[config.mk]
export PLATFORM = sky130hd
export DESIGN_NAME = pc_sequencer
export DESIGN_NICKNAME = d
export VERILOG_FILES = /design/src/rtl/pc_pkg.sv /design/src/rtl/pc_ras.sv /design/src/rtl/pc_sequencer.sv
export SDC_FILE = /design/constraint.sdc
export NUM_CORES = 1
export LEC_CHECK = 0
export CAP_MARGIN = 20
export CORE_MARGIN = 5
export CORE_UTILIZATION = 45
export DETAILED_ROUTE_END_ITERATION = 8
export GPL_TIMING_DRIVEN = 0
export PLACE_DENSITY_LB_ADDON = 0.25
export REMOVE_ABC_BUFFERS = 1
export SETUP_SLACK_MARGIN = 0.4
export SYNTH_ARGS = -nofsm -noshare
export SYNTH_HDL_FRONTEND = slang
export SYNTH_SLANG_ARGS = --single-unit
[constraint.sdc]
create_clock -name clk -period 7.6 [get_ports clk]
set_input_delay 0.76 -clock clk [delete_from_list [all_inputs] [get_ports clk]]
set_output_delay 0.76 -clock clk [all_outputs]
set_load 0.03 [all_outputs]
[src/rtl/pc_pkg.sv]
`default_nettype none
// ============================================================================
//  Module      : pc_pkg
//  Description : Shared types and constants for the program-counter sequencer.
//  Revision    : 1.0  initial release
// ============================================================================
package pc_pkg;

   // Next-PC select codes; codes 6 and 7 are treated as SEQ by the sequencer.
   typedef enum logic [2:0] {
      SEQ  = 3'd0,
      BR   = 3'd1,
      J    = 3'd2,
      JR   = 3'd3,
      RET  = 3'd4,
      ERET = 3'd5
   } pc_src_t;

   localparam int unsigned PC_STEP       = 4;
   localparam logic [31:0] RESET_VEC_DEF = 32'h0000_3000;
   localparam logic [31:0] EXC_VEC_DEF   = 32'h0000_4180;

endpackage
`default_nettype wire

[src/rtl/pc_ras.sv]
`default_nettype none
// ============================================================================
//  Module      : pc_ras
//  Description : Circular return-address stack. A push into a full stack
//                overwrites the oldest entry; push+pop replaces the top.
//  Revision    : 1.0  initial release
// ============================================================================
module pc_ras
   import pc_pkg::*;
#(
   parameter int unsigned XLEN      = 32,
   parameter int unsigned RAS_DEPTH = 4
) (
   input  logic            clk,
   input  logic            rst_n,
   input  logic            push_i,
   input  logic            pop_i,
   input  logic [XLEN-1:0] push_data_i,
   output logic [XLEN-1:0] top_o,
   output logic            empty_o,
   output logic            full_o
);

   localparam int unsigned      PTR_W   = $clog2(RAS_DEPTH);
   localparam int unsigned      CNT_W   = PTR_W + 1;
   localparam logic [PTR_W-1:0] PTR_ONE = PTR_W'(1);
   localparam logic [CNT_W-1:0] CNT_ONE = CNT_W'(1);
   localparam logic [CNT_W-1:0] CNT_MAX = CNT_W'(RAS_DEPTH);

   logic [XLEN-1:0]  mem_q [RAS_DEPTH];
   logic [PTR_W-1:0] sp_q, sp_d;
   logic [CNT_W-1:0] cnt_q, cnt_d;
   logic             wr_en_w;
   logic [PTR_W-1:0] wr_idx_w;

   assign top_o   = mem_q[sp_q];
   assign empty_o = (cnt_q == '0);
   assign full_o  = (cnt_q == CNT_MAX);

   // Pointer/count update and write-slot selection for push, pop and replace.
   always_comb begin
      sp_d     = sp_q;
      cnt_d    = cnt_q;
      wr_en_w  = 1'b0;
      wr_idx_w = sp_q;
      if (push_i && pop_i) begin
         wr_en_w = 1'b1;
      end else if (push_i) begin
         sp_d     = sp_q + PTR_ONE;
         wr_en_w  = 1'b1;
         wr_idx_w = sp_q + PTR_ONE;
         if (!full_o) begin
            cnt_d = cnt_q + CNT_ONE;
         end
      end else if (pop_i && !empty_o) begin
         sp_d  = sp_q - PTR_ONE;
         cnt_d = cnt_q - CNT_ONE;
      end
   end

   // Stack storage, pointer and occupancy registers; reset clears every entry.
   always_ff @(posedge clk or negedge rst_n) begin
      if (!rst_n) begin
         for (int unsigned i = 0; i < RAS_DEPTH; i++) begin
            mem_q[i] <= '0;
         end
         sp_q  <= '0;
         cnt_q <= '0;
      end else begin
         sp_q  <= sp_d;
         cnt_q <= cnt_d;
         if (wr_en_w) begin
            mem_q[wr_idx_w] <= push_data_i;
         end
      end
   end

endmodule
`default_nettype wire

[src/rtl/pc_sequencer.sv]
`default_nettype none
// ============================================================================
//  Module      : pc_sequencer
//  Description : Owns the PC and EPC registers, selects the next PC, traps
//                misaligned or underflowing targets to the exception vector.
//  Revision    : 1.0  initial release
// ============================================================================
module pc_sequencer
   import pc_pkg::*;
#(
   parameter int unsigned     XLEN      = 32,
   parameter logic [XLEN-1:0] RESET_VEC = XLEN'(RESET_VEC_DEF),
   parameter logic [XLEN-1:0] EXC_VEC   = XLEN'(EXC_VEC_DEF),
   parameter int unsigned     RAS_DEPTH = 4
) (
   input  logic            clk,
   input  logic            rst_n,
   input  logic            stall_i,
   input  logic [2:0]      pc_src_i,
   input  logic [XLEN-1:0] imm_i,
   input  logic [25:0]     jtarget_i,
   input  logic [XLEN-1:0] reg_target_i,
   input  logic            exc_req_i,
   input  logic            ras_push_i,
   output logic [XLEN-1:0] pc_o,
   output logic [XLEN-1:0] pc4_o,
   output logic [XLEN-1:0] epc_o,
   output logic            fault_o,
   output logic            ras_empty_o
);

   logic [XLEN-1:0] pc_q, pc_d;
   logic [XLEN-1:0] epc_q, epc_d;
   logic            fault_q, fault_d;
   logic [XLEN-1:0] pc4_w;
   logic [XLEN-1:0] cand_w;
   logic [XLEN-1:0] ras_top_w;
   logic            ras_empty_w;
   logic            unused_ras_full_w;
   logic            ras_pop_w;
   logic            ras_push_w;
   logic            indirect_w;
   logic            fault_cond_w;

   assign pc4_w = pc_q + XLEN'(PC_STEP);

   // Candidate next PC for the selected flow.
   always_comb begin
      cand_w = pc4_w;
      case (pc_src_i)
         BR:      cand_w = pc4_w + (imm_i << 2);
         J:       cand_w = {pc4_w[XLEN-1:28], jtarget_i, 2'b00};
         JR:      cand_w = reg_target_i;
         RET:     cand_w = ras_top_w;
         ERET:    cand_w = epc_q;
         default: cand_w = pc4_w;
      endcase
   end

   // Indirect targets must be word aligned; a return needs a stacked address.
   assign indirect_w   = (pc_src_i == JR) || (pc_src_i == RET) || (pc_src_i == ERET);
   assign fault_cond_w = (indirect_w && (cand_w[1:0] != 2'b00)) ||
                         ((pc_src_i == RET) && ras_empty_w);

   // Per-edge priority: exception, then trap, then stall, then normal advance.
   always_comb begin
      pc_d       = pc_q;
      epc_d      = epc_q;
      fault_d    = 1'b0;
      ras_pop_w  = 1'b0;
      ras_push_w = 1'b0;
      if (exc_req_i) begin
         pc_d  = EXC_VEC;
         epc_d = pc_q;
      end else if (fault_cond_w && !stall_i) begin
         pc_d    = EXC_VEC;
         epc_d   = pc_q;
         fault_d = 1'b1;
      end else if (!stall_i) begin
         pc_d       = cand_w;
         ras_pop_w  = (pc_src_i == RET);
         ras_push_w = ras_push_i;
      end
   end

   // PC, EPC and registered fault pulse.
   always_ff @(posedge clk or negedge rst_n) begin
      if (!rst_n) begin
         pc_q    <= RESET_VEC;
         epc_q   <= '0;
         fault_q <= 1'b0;
      end else begin
         pc_q    <= pc_d;
         epc_q   <= epc_d;
         fault_q <= fault_d;
      end
   end

   pc_ras #(
      .XLEN      (XLEN),
      .RAS_DEPTH (RAS_DEPTH)
   ) u_ras (
      .clk         (clk),
      .rst_n       (rst_n),
      .push_i      (ras_push_w),
      .pop_i       (ras_pop_w),
      .push_data_i (pc4_w),
      .top_o       (ras_top_w),
      .empty_o     (ras_empty_w),
      .full_o      (unused_ras_full_w)
   );

   assign pc_o        = pc_q;
   assign pc4_o       = pc4_w;
   assign epc_o       = epc_q;
   assign fault_o     = fault_q;
   assign ras_empty_o = ras_empty_w;

endmodule
`default_nettype wire

==> qor.yml <==
run_status: "finished, final reports clean"
fin_nets: 1516
drive_gt1_share_pct: 11.99
synth_cells: 1227
layout_commonest_cell: "dfrtp_1"
rsz0062_at_grt: "false"
coreArea_um2: 26060
drtPass1Iterations: 5
area_delta_synth_final_pct: 24.00
die_area_um2: 29820
hpwl_um: 26630
die_h_um: 172.7
via_count: 10260
synth-main-ff-cell: "dfrtp_1"
syn_area_um2: 11910
syn_avg_cell_area_um2: 9.707
timing.critical_path.from_type: "flip-flop"
drt_iter0_drc: 811
drtAntennaViolNets: 0
endpoint_kind: "flip-flop"
clock-sinks: 198
ys_seq_elements: 198
met3_length_um: 1882
p_per_area_nw_per_um2: 256.9
worst_pin_slew_ns: 1.060
hold_class: "in2async"
place.gp.congestion: 0.8732
clockBufferDepth: 2
finalCriticalPeriod_ns: 5.236
path_cells: "ha_1 -> nand3_1 -> nor2b_1 -> nand2_1 -> xor2_1 -> inv_1 -> ha_1 -> nand3_1 -> a21oi_1 -> a211oi_1 -> a2111oi_2 -> o21bai_1 -> a211oi_1 -> nor4b_1 -> a2111oi_1"
clock_skew_ns: 0.01211
tritoncts: "built"
max_stage_delay_ns: 0.62
path_clk_slew_ns: 0.08
clockRootBuffer: "clkbuf_16"
crit_arrival_ns: 5.55
grt_pass1_wl_um: 59110
synth_warnings: 0
rrSetupSlack_ns: 2.36
io_buffers: 193
routed.top_layer: "met4"
final_cell_mix: "dfrtp_1 (194), clkdlybuf4s50_1 (190), nand2_1 (158), o21ai_0 (128), a21oi_1 (116)"
clkLatencyLatePin_ns: 0.44
grt_usage_pct: 24.58
cts_setup_buffers: 0
crit_slowest_cell: "a211oi_1"
wire_per_inst_um: 21.81
ys_types: 85
fmaxAchievable_mhz: 191.0
slew_violations: 0
setup_viol_count_final: 0
dp.cells: 1696
die_w_um: 172.7
numCtsBuffers: 17
hold_buffers: 0
seqCellArea_um2: 4960
finalWirelength_um: 37690
cap_violations: 0
grt_pass1_vias: 10331
fin_crit_sh_pct: 68.89
relSlewSlack_pct: 29.16
synth_seq_area_share_pct: 41.62
r2r_end: "pc_o[31]"
crit_type: "reg2reg"
io_pins: 196
rows: 59
h-tree-depth: 4
finalHoldViolations: 0
num-fill-cells: 2285
p_leak_nw: 6.378
multi_input_area_um2: 6397
synth_edf_count: 0
diodes: 0
overflow: 0
route.detailed.drc: 0
vias_per_cell: 5.938
path_max_fanout: 7
wl_met1_um: 16560
start_util_pct: 45.71
ff2ff_path_depth: 15
cp.required_ns: 7.92
r2r-start: "pc_o[3]"
setup_tns_ns: 0
synthArstFlopShare_pct: 100.0
wl_met2_um: 18270
cts-resized-gates: 0
grt_max_degree: 103
antenna_found_initial: 0
layout.cells.non_filler: 1728
ir_worst_vdd_mv: 0.1426
area by class of cell:
class,count,share of cell area [%]
Inverter,38,0.9658
Tap cell,335,2.838
Timing Repair Buffer,211,15.54
Clock inverter,11,0.6438
Clock buffer,21,3.118
Sequential cell,198,33.58
Multi-Input combinational cell,914,43.32
stage by stage:
stage               hold WS (ns)  util (%)  power [W]  instance area [µm²]  setup WS, ns
detailed placement        0.4688     54.54   0.002925                14210         2.305
CTS                       0.3914     56.68   0.003801                14770         2.410
finish                    0.3197     56.68   0.003794                14770         2.364
global placement          0.4580     53.09   0.002854                13830        -2.956
floorplan                 0.4446         -   0.002434                11480         2.653
global route              0.4001     56.68   0.004005                14770         2.049
power by group:
group	switching, W	internal, W	leakage, nW
clock	0.000430	0.000445	0.268
combinational	0.000678	0.000653	3.56
sequential	0.000228	0.00136	2.55
total	0.00134	0.00246	6.38
how the worst max path moves through the flow:
| stage | start | to | slack (ns) | cells past startpoint |
|---|---|---|---|---|
| after global placement | rst_n | epc_o[22] | -2.96 | 1 |
| after floorplan | u_ras.sp_q[0] | u_ras.mem_q[64] | 2.65 | 6 |
| after CTS | pc_o[3] | pc_o[31] | 2.41 | 15 |
| final | pc_o[3] | pc_o[31] | 2.36 | 15 |
| after global routing | pc_o[3] | pc_o[31] | 2.05 | 15 |
| after detailed placement | pc_src_i[2] | u_ras.mem_q[64] | 2.30 | 9 |
routing by layer:
metal  up-vias  GRT usage [%]
li1       4766              -
met1      5131          33.75
met2       303          40.57
met3        60          3.559
met4         0          7.632
met5         -              0
critical path: cells and delay by family, from the launching register on:
| family | cells | cell delay [ns] |
|---|---|---|
| compound gates | 6 | 1.94 |
| xor+xnor | 1 | 0.42 |
| fa+ha+maj | 2 | 0.73 |
| buf+inv | 1 | 0.18 |
| flops | 1 | 0.52 |
| simple gates | 5 | 1.28 |
cells in the mapped netlist (all sizes together), types with 24 or more instances:
| master | number | area, µm² |
|---|---|---|
| a21oi | 116 | 580.6 |
| buf | 36 | 222.7 |
| clkbuf | 41 | 204.0 |
| dfrtp | 196 | 4905 |
| ha | 36 | 450.4 |
| inv | 38 | 142.6 |
| mux2 | 56 | 630.6 |
| mux4 | 32 | 720.7 |
| nand2 | 158 | 593.1 |
| nand3 | 24 | 132.6 |
| nor2 | 87 | 334.1 |
| o21ai | 130 | 650.6 |
| xor2 | 27 | 236.5 |
registers in the layout, indices dropped and copies added (netlist names):
register	flops
u_ras.mem_q	128
epc_o	32
pc_o	32
u_ras.cnt_q	3
u_ras.sp_q	2
fault_o	1
cell families after synthesis:
logic type                 Yosys count  synth area share (%)
AOI/OAI and AO/OA                  384                 20.16
and+or+nand+nor                    349                 13.85
DFF                                198                 41.62
buffers and inverters              115                 4.780
muxes                               96                 12.02
xor gates and xnor gates            47                 3.456
adders and majority gates           38                 4.118
Note: power is estimated with default switching activity, not from simulation.
